### src/rtl/fetch_pkg.sv
// Shared types and constants for the prefetching instruction fetch unit.
package fetch_pkg;

    localparam int INSTR_W = 32;
    localparam int PC_STEP = 4;

    typedef enum logic {
        RUN  = 1'b0,
        HALT = 1'b1
    } fetch_state_t;

    // Default queue entry for a 32-bit core; fetch_queue builds an XLEN-sized twin.
    typedef struct packed {
        logic [31:0]         pc;
        logic [INSTR_W-1:0]  instr;
    } fetch_entry_t;

endpackage

### src/rtl/fetch_fifo.sv
// DEPTH-entry synchronous FIFO with flush, used as the decoded-side fetch buffer.
module fetch_fifo
    import fetch_pkg::*;
#(
    parameter int  DEPTH   = 4,
    parameter type entry_t = fetch_entry_t,
    localparam int PTR_W   = $clog2(DEPTH),
    localparam int CNT_W   = $clog2(DEPTH + 1)
) (
    input  logic             clk,
    input  logic             reset,
    input  logic             flush,
    input  logic             push,
    input  entry_t           push_data,
    input  logic             pop,
    output entry_t           head,
    output logic [CNT_W-1:0] count
);

    entry_t           mem [DEPTH];
    logic [PTR_W-1:0] wr_ptr;
    logic [PTR_W-1:0] rd_ptr;

    // NOTE: the storage array is deliberately not reset; count gates every read,
    // so stale contents are never observed and the RAM stays reset-free.
    always_ff @(posedge clk) begin
        if (push && !flush) begin
            mem[wr_ptr] <= push_data;
        end
    end

    // Pointers wrap naturally because DEPTH is a power of two.
    always_ff @(posedge clk or negedge reset) begin
        if (!reset) begin
            wr_ptr <= '0;
            rd_ptr <= '0;
            count  <= '0;
        end else if (flush) begin
            wr_ptr <= '0;
            rd_ptr <= '0;
            count  <= '0;
        end else begin
            if (push) wr_ptr <= wr_ptr + 1'b1;
            if (pop)  rd_ptr <= rd_ptr + 1'b1;
            case ({push, pop})
                2'b10:   count <= count + 1'b1;
                2'b01:   count <= count - 1'b1;
                default: count <= count;
            endcase
        end
    end

    assign head = mem[rd_ptr];

endmodule

### src/rtl/fetch_queue.sv
// Credit-limited prefetching fetch unit: sequential requests, in-order responses,
// redirect flush. Optional FETCH_MISALIGN_CHECK_EN adds the HALT state and misalign flag.
module fetch_queue
    import fetch_pkg::*;
#(
    parameter int               XLEN     = 32,
    parameter int               DEPTH    = 4,
    parameter logic [XLEN-1:0]  RESET_PC = '0
) (
    input  logic                clk,
    input  logic                reset,
    output logic                imem_req_valid,
    input  logic                imem_req_ready,
    output logic [XLEN-1:0]     imem_req_addr,
    input  logic                imem_rsp_valid,
    input  logic [INSTR_W-1:0]  imem_rsp_data,
    input  logic                redirect_valid,
    input  logic [XLEN-1:0]     redirect_pc,
    output logic                out_valid,
    input  logic                out_ready,
    output logic [INSTR_W-1:0]  out_instr,
    output logic [XLEN-1:0]     out_pc,
    output logic                misalign
);

    localparam int CNT_W = $clog2(DEPTH + 1);

    typedef struct packed {
        logic [XLEN-1:0]    pc;
        logic [INSTR_W-1:0] instr;
    } entry_t;

    logic [XLEN-1:0]  req_pc;
    logic [XLEN-1:0]  rsp_pc;
    logic [CNT_W-1:0] outstanding;
    logic [CNT_W-1:0] drop_cnt;
    logic [CNT_W-1:0] count;
    logic [CNT_W-1:0] outstanding_nxt;
    logic [CNT_W:0]   inflight;
    logic [XLEN-1:0]  redirect_tgt;
    logic             running;
    logic             req_fire;
    logic             rsp_keep;
    logic             rsp_drop;
    logic             pop;
    entry_t           push_data;
    entry_t           head;

`ifdef FETCH_MISALIGN_CHECK_EN
    fetch_state_t state;
    logic         misalign_q;
    logic         redirect_bad;

    assign redirect_tgt = redirect_pc;
    assign redirect_bad = |redirect_pc[1:0];
    assign running      = (state == RUN);
    assign misalign     = misalign_q;
`else
    assign redirect_tgt = redirect_pc & ~XLEN'(3);
    assign running      = 1'b1;
    assign misalign     = 1'b0;
`endif

    // Slots already owed to in-flight requests count against the queue capacity,
    // which is what guarantees a response never meets a full queue.
    assign inflight       = {1'b0, outstanding} + {1'b0, count};
    assign imem_req_valid = reset && running && !redirect_valid
                            && (inflight < (CNT_W + 1)'(DEPTH));
    assign imem_req_addr  = req_pc;
    assign req_fire       = imem_req_valid && imem_req_ready;

    assign rsp_keep = imem_rsp_valid && (drop_cnt == '0) && !redirect_valid;
    assign rsp_drop = imem_rsp_valid && (drop_cnt != '0);
    assign pop      = out_valid && out_ready;

    assign outstanding_nxt = outstanding + CNT_W'(req_fire) - CNT_W'(imem_rsp_valid);

    // NOTE: all state below uses non-blocking assignments so every register
    // samples this cycle's values regardless of statement order.
    always_ff @(posedge clk or negedge reset) begin
        if (!reset) begin
            req_pc      <= RESET_PC;
            rsp_pc      <= RESET_PC;
            outstanding <= '0;
            drop_cnt    <= '0;
`ifdef FETCH_MISALIGN_CHECK_EN
            state       <= RUN;
            misalign_q  <= 1'b0;
`endif
        end else begin
            outstanding <= outstanding_nxt;
            if (redirect_valid) begin
                // Everything still owed by memory belongs to the old path.
                req_pc   <= redirect_tgt;
                rsp_pc   <= redirect_tgt;
                drop_cnt <= outstanding_nxt;
`ifdef FETCH_MISALIGN_CHECK_EN
                state      <= redirect_bad ? HALT : RUN;
                misalign_q <= redirect_bad;
`endif
            end else begin
                if (req_fire) req_pc   <= req_pc + XLEN'(PC_STEP);
                if (rsp_keep) rsp_pc   <= rsp_pc + XLEN'(PC_STEP);
                if (rsp_drop) drop_cnt <= drop_cnt - 1'b1;
            end
        end
    end

    assign push_data = '{pc: rsp_pc, instr: imem_rsp_data};

    fetch_fifo #(
        .DEPTH   (DEPTH),
        .entry_t (entry_t)
    ) u_fifo (
        .clk       (clk),
        .reset     (reset),
        .flush     (redirect_valid),
        .push      (rsp_keep),
        .push_data (push_data),
        .pop       (pop),
        .head      (head),
        .count     (count)
    );

    assign out_valid = (count != '0);
    assign out_pc    = head.pc;
    assign out_instr = head.instr;

endmodule

### config.mk
export PLATFORM = sky130hd
export DESIGN_NAME = fetch_queue
export DESIGN_NICKNAME = d
export VERILOG_FILES = /design/src/rtl/fetch_pkg.sv /design/src/rtl/fetch_fifo.sv /design/src/rtl/fetch_queue.sv
export SDC_FILE = /design/constraint.sdc
export NUM_CORES = 1
export LEC_CHECK = 0
export ABC_CLOCK_PERIOD_IN_PS = 5000
export CORE_MARGIN = 5
export CORE_UTILIZATION = 60
export CTS_CLUSTER_SIZE = 40
export DETAILED_ROUTE_END_ITERATION = 12
export PLACE_DENSITY = 0.85
export SLEW_MARGIN = 10
export SYNTH_ARGS = -nofsm -noshare
export SYNTH_HDL_FRONTEND = slang
export SYNTH_HIERARCHICAL = 1
export SYNTH_SLANG_ARGS = --single-unit
export TNS_END_PERCENT = 1
### constraint.sdc
create_clock -name clk -period 5 [get_ports clk]
set_clock_uncertainty 0.1 [all_clocks]
set_input_delay 0.5 -clock clk [delete_from_list [all_inputs] [get_ports clk]]
set_output_delay 0.5 -clock clk [all_outputs]
set_load 0.01 [all_outputs]
==> results_dict.tcl <==
set metrics [dict create \
    slew_viol_final 0 \
    critical_path_required_ns 4.40 \
    vias_per_cell 6.03 \
    synth.distinct_cells 54 \
    clock_path_buffers 3 \
    ctsHoldBuffers 0 \
    numCtsBuffers 34 \
    drc 0 \
    peakVddDrop_mv 0.231 \
    ys_ff_latch 329 \
    synth_top_area_share_pct 57.1 \
    cts_resized 0 \
    start_util_pct 61.3 \
    status "finished clean" \
    gr-total-overflow 0 \
    cp-end-kind "primary output" \
    gr-usage-all-layers_pct 22.1 \
    slew_headroom_pct 18.1 \
    synth_top_area_cell "edfxtp_1" \
    post_drt_wl_per_cell_um 22.0 \
    coreArea_um2 22000 \
    power_frac_seq_pct 47.1 \
    rows 54 \
    cts_tree "built" \
    drt_wl_total_um 28200 \
    total_leakage_power_nw 5.55 \
    internal-power_mw 5.30 \
    synth_area_leaders "edfxtp_1 (57%), dfrtp_1 (14%), mux4_2 (11%)" \
    tightestPinTransition_ns 1.22 \
    total_power_mw 7.12 \
    dp_hpwl_um 17300 \
    clock_power_share_pct 32.8 \
    die_h_um 160 \
    hold_viol 0 \
    clock_latency_ns 0.51 \
    drive_above_1_share_pct 14.4 \
    met1_usage_pct 31.9 \
    drt_iter0_markers 536 \
    start_kind "flip-flop" \
    grt.busiest_layer "met2" \
    clockRootBuffer "clkbuf_16" \
    vias 7734 \
    power.density_nw_per_um2 433 \
    grtUsageMet2_pct 36.1 \
    layout_common_cells "edfxtp_1 (256), clkdlybuf4s50_1 (161), dfrtp_1 (71), mux4_2 (64), nand2_1 (55)" \
    grt_pass1_wl_um 44600 \
    antenna_found_initial 0 \
    fmax_mhz 276 \
    setup_violations 0 \
    antenna_cells 0 \
    clk_pin_slew_ns 0.06 \
    chipWidth_um 160 \
    clock_sinks 329 \
    grt_max_degree 74 \
    crit_fanout 46 \
    post-cts-setup-buffers 0 \
    htree_levels 2 \
    synth_ff_type "edfxtp_1" \
    layout_commonest_cell "edfxtp_1" \
    ant_nets 0 \
    hp-class "input port to async pin" \
    postSynthAreaPerCell_um2 17.0 \
    use_met3_pct 4.51 \
    pwr-share-comb_pct 20.0 \
    fin_crit_sh_pct 72.4 \
    setup_tns_ns 0 \
    fin_crit_ns 3.62 \
    portBuffers 163 \
    die_area_um2 25500 \
    netlist_area_um2 13500 \
    max_cap_viol_count 0 \
    syn_to_final_growth_pct 22.3 \
    synth.yosys.seq_area_share_pct 70.7 \
    synth-edff-count 256 \
    p_switching_mw 1.82 \
    syn_inst 792 \
    ios 169 \
    switching_share_pct 25.6 \
    routabilityCongestion 0.851 \
    firstDrtPassIters 6 \
    grt_pass1_vias 7940 \
    worstSetupPathType "flip-flop to primary output" \
    cp.arrival_ns 3.02 \
    rsz0062_at_grt "false" \
    yosysWarnings 6 \
    async_flop_share_pct 22.2 \
    num-nets-final 1062 \
]
[area by class of cell]
| cell class | count | area [um2] |
|---|---|---|
| Clock buffer | 44 | 920 |
| Inverter | 17 | 63.8 |
| Fill cell | 1273 | 5500 |
| Timing Repair Buffer | 175 | 1760 |
| Multi-Input combinational cell | 421 | 3730 |
| Sequential cell | 329 | 9520 |
| Tap cell | 280 | 350 |
| Clock inverter | 17 | 118 |
[synth_stat cells, drive strengths merged (2+ instances only)]
cell type,count
a21boi,2
a21oi,8
a31o,2
a31oi,9
and2,10
and3,6
buf,21
clkbuf,14
dfrtp,73
edfxtp,256
fa,2
ha,12
inv,17
mux2,4
mux2i,4
mux4,64
nand2,55
nand2b,3
nand3,30
nand3b,4
nand4,27
nor2,31
nor2b,3
nor3,6
nor3b,3
nor4,4
o211ai,9
o21ai,46
o311ai,12
or3,5
xnor2,15
xor2,23
[path summary, 6_finish.rpt]
| kind | startpoint | end | cells past startpoint | slack [ns] |
|---|---|---|---|---|
| setup / recovery | u_fifo/rd_ptr[0]$_DFFE_PN0P_ | out_instr[7] | 3 | 1.38 |
| hold / removal | reset | u_fifo/count[2]$_DFFE_PN0P_ | 2 | 0.14 |
| setup reg to reg | outstanding[1]$_DFF_PN0_ | drop_cnt[2]$_DFFE_PN0P_ | 14 | 1.76 |
| hold reg to reg | imem_req_addr[9]$_DFFE_PN0N_ | imem_req_addr[9]$_DFFE_PN0N_ | 1 | 0.44 |
| max in group asynchronous | reset | u_fifo/rd_ptr[0]$_DFFE_PN0P_ | 2 | 3.98 |
| min in group clk | imem_req_addr[9]$_DFFE_PN0N_ | imem_req_addr[9]$_DFFE_PN0N_ | 1 | 0.44 |
[power groups by stage]
stage | Clock, mW | Combinational [mW] | Sequential (mW)
global placement | 0 | 1.40 | 3.40
detailed placement | 0 | 1.43 | 3.41
finish | 2.34 | 1.43 | 3.35
global route | 2.51 | 1.52 | 3.39
floorplan | 0 | 0.923 | 3.27
CTS | 2.37 | 1.44 | 3.36
[metal layers]
layer / vias to the layer above / part of all wire [%]
met4: 0 / 1.2
met2: 348 / 49
met5: - / 0
li1: 3476 / -
met3: 29 / 7.4
met1: 3881 / 43
[worst max-delay path, stage by stage (launching register included)]
cell             delay, ns
dfrtp_4               1.02
buf_4                 0.41
mux4_2                0.54
clkdlybuf4s50_1       0.50
[flip-flops by register name, summed over array words and instances (netlist names)]
register and count:
u_fifo/mem 256, imem_req_addr 30, rsp_pc 30, drop_cnt 3, outstanding 3, u_fifo/count 3
u_fifo/rd_ptr 2, u_fifo/wr_ptr 2
[cell families after synthesis]
logic type | count (synthesis) | synth area share [%]
AND/OR/NAND/NOR | 193 | 7.85
AO/OA/AOI/OAI | 93 | 4.27
buffers and inverters | 52 | 1.96
adder cells (fa/ha/maj) | 14 | 1.41
XOR/XNOR | 38 | 2.47
other | 1 | 0.0279
multiplexers | 72 | 11.3
flip-flops | 329 | 70.7
[per-stage QoR]
step / utilization (%) / setup slack, ns / instances / hold slack (ns) / area, um2
after CTS: 75.0 / 1.32 / 1283 / 0.181 / 16500
final: 75.0 / 1.38 / 1283 / 0.139 / 16500
after global routing: 75.0 / 1.17 / 1283 / 0.236 / 16500
after global placement: 70.2 / 1.78 / 1222 / 0.423 / 15400
after floorplan: - / 1.59 / 802 / 0.104 / 13500
after detailed placement: 70.2 / 1.75 / 1222 / 0.432 / 15400
Note: power is estimated with default switching activity, not from simulation.
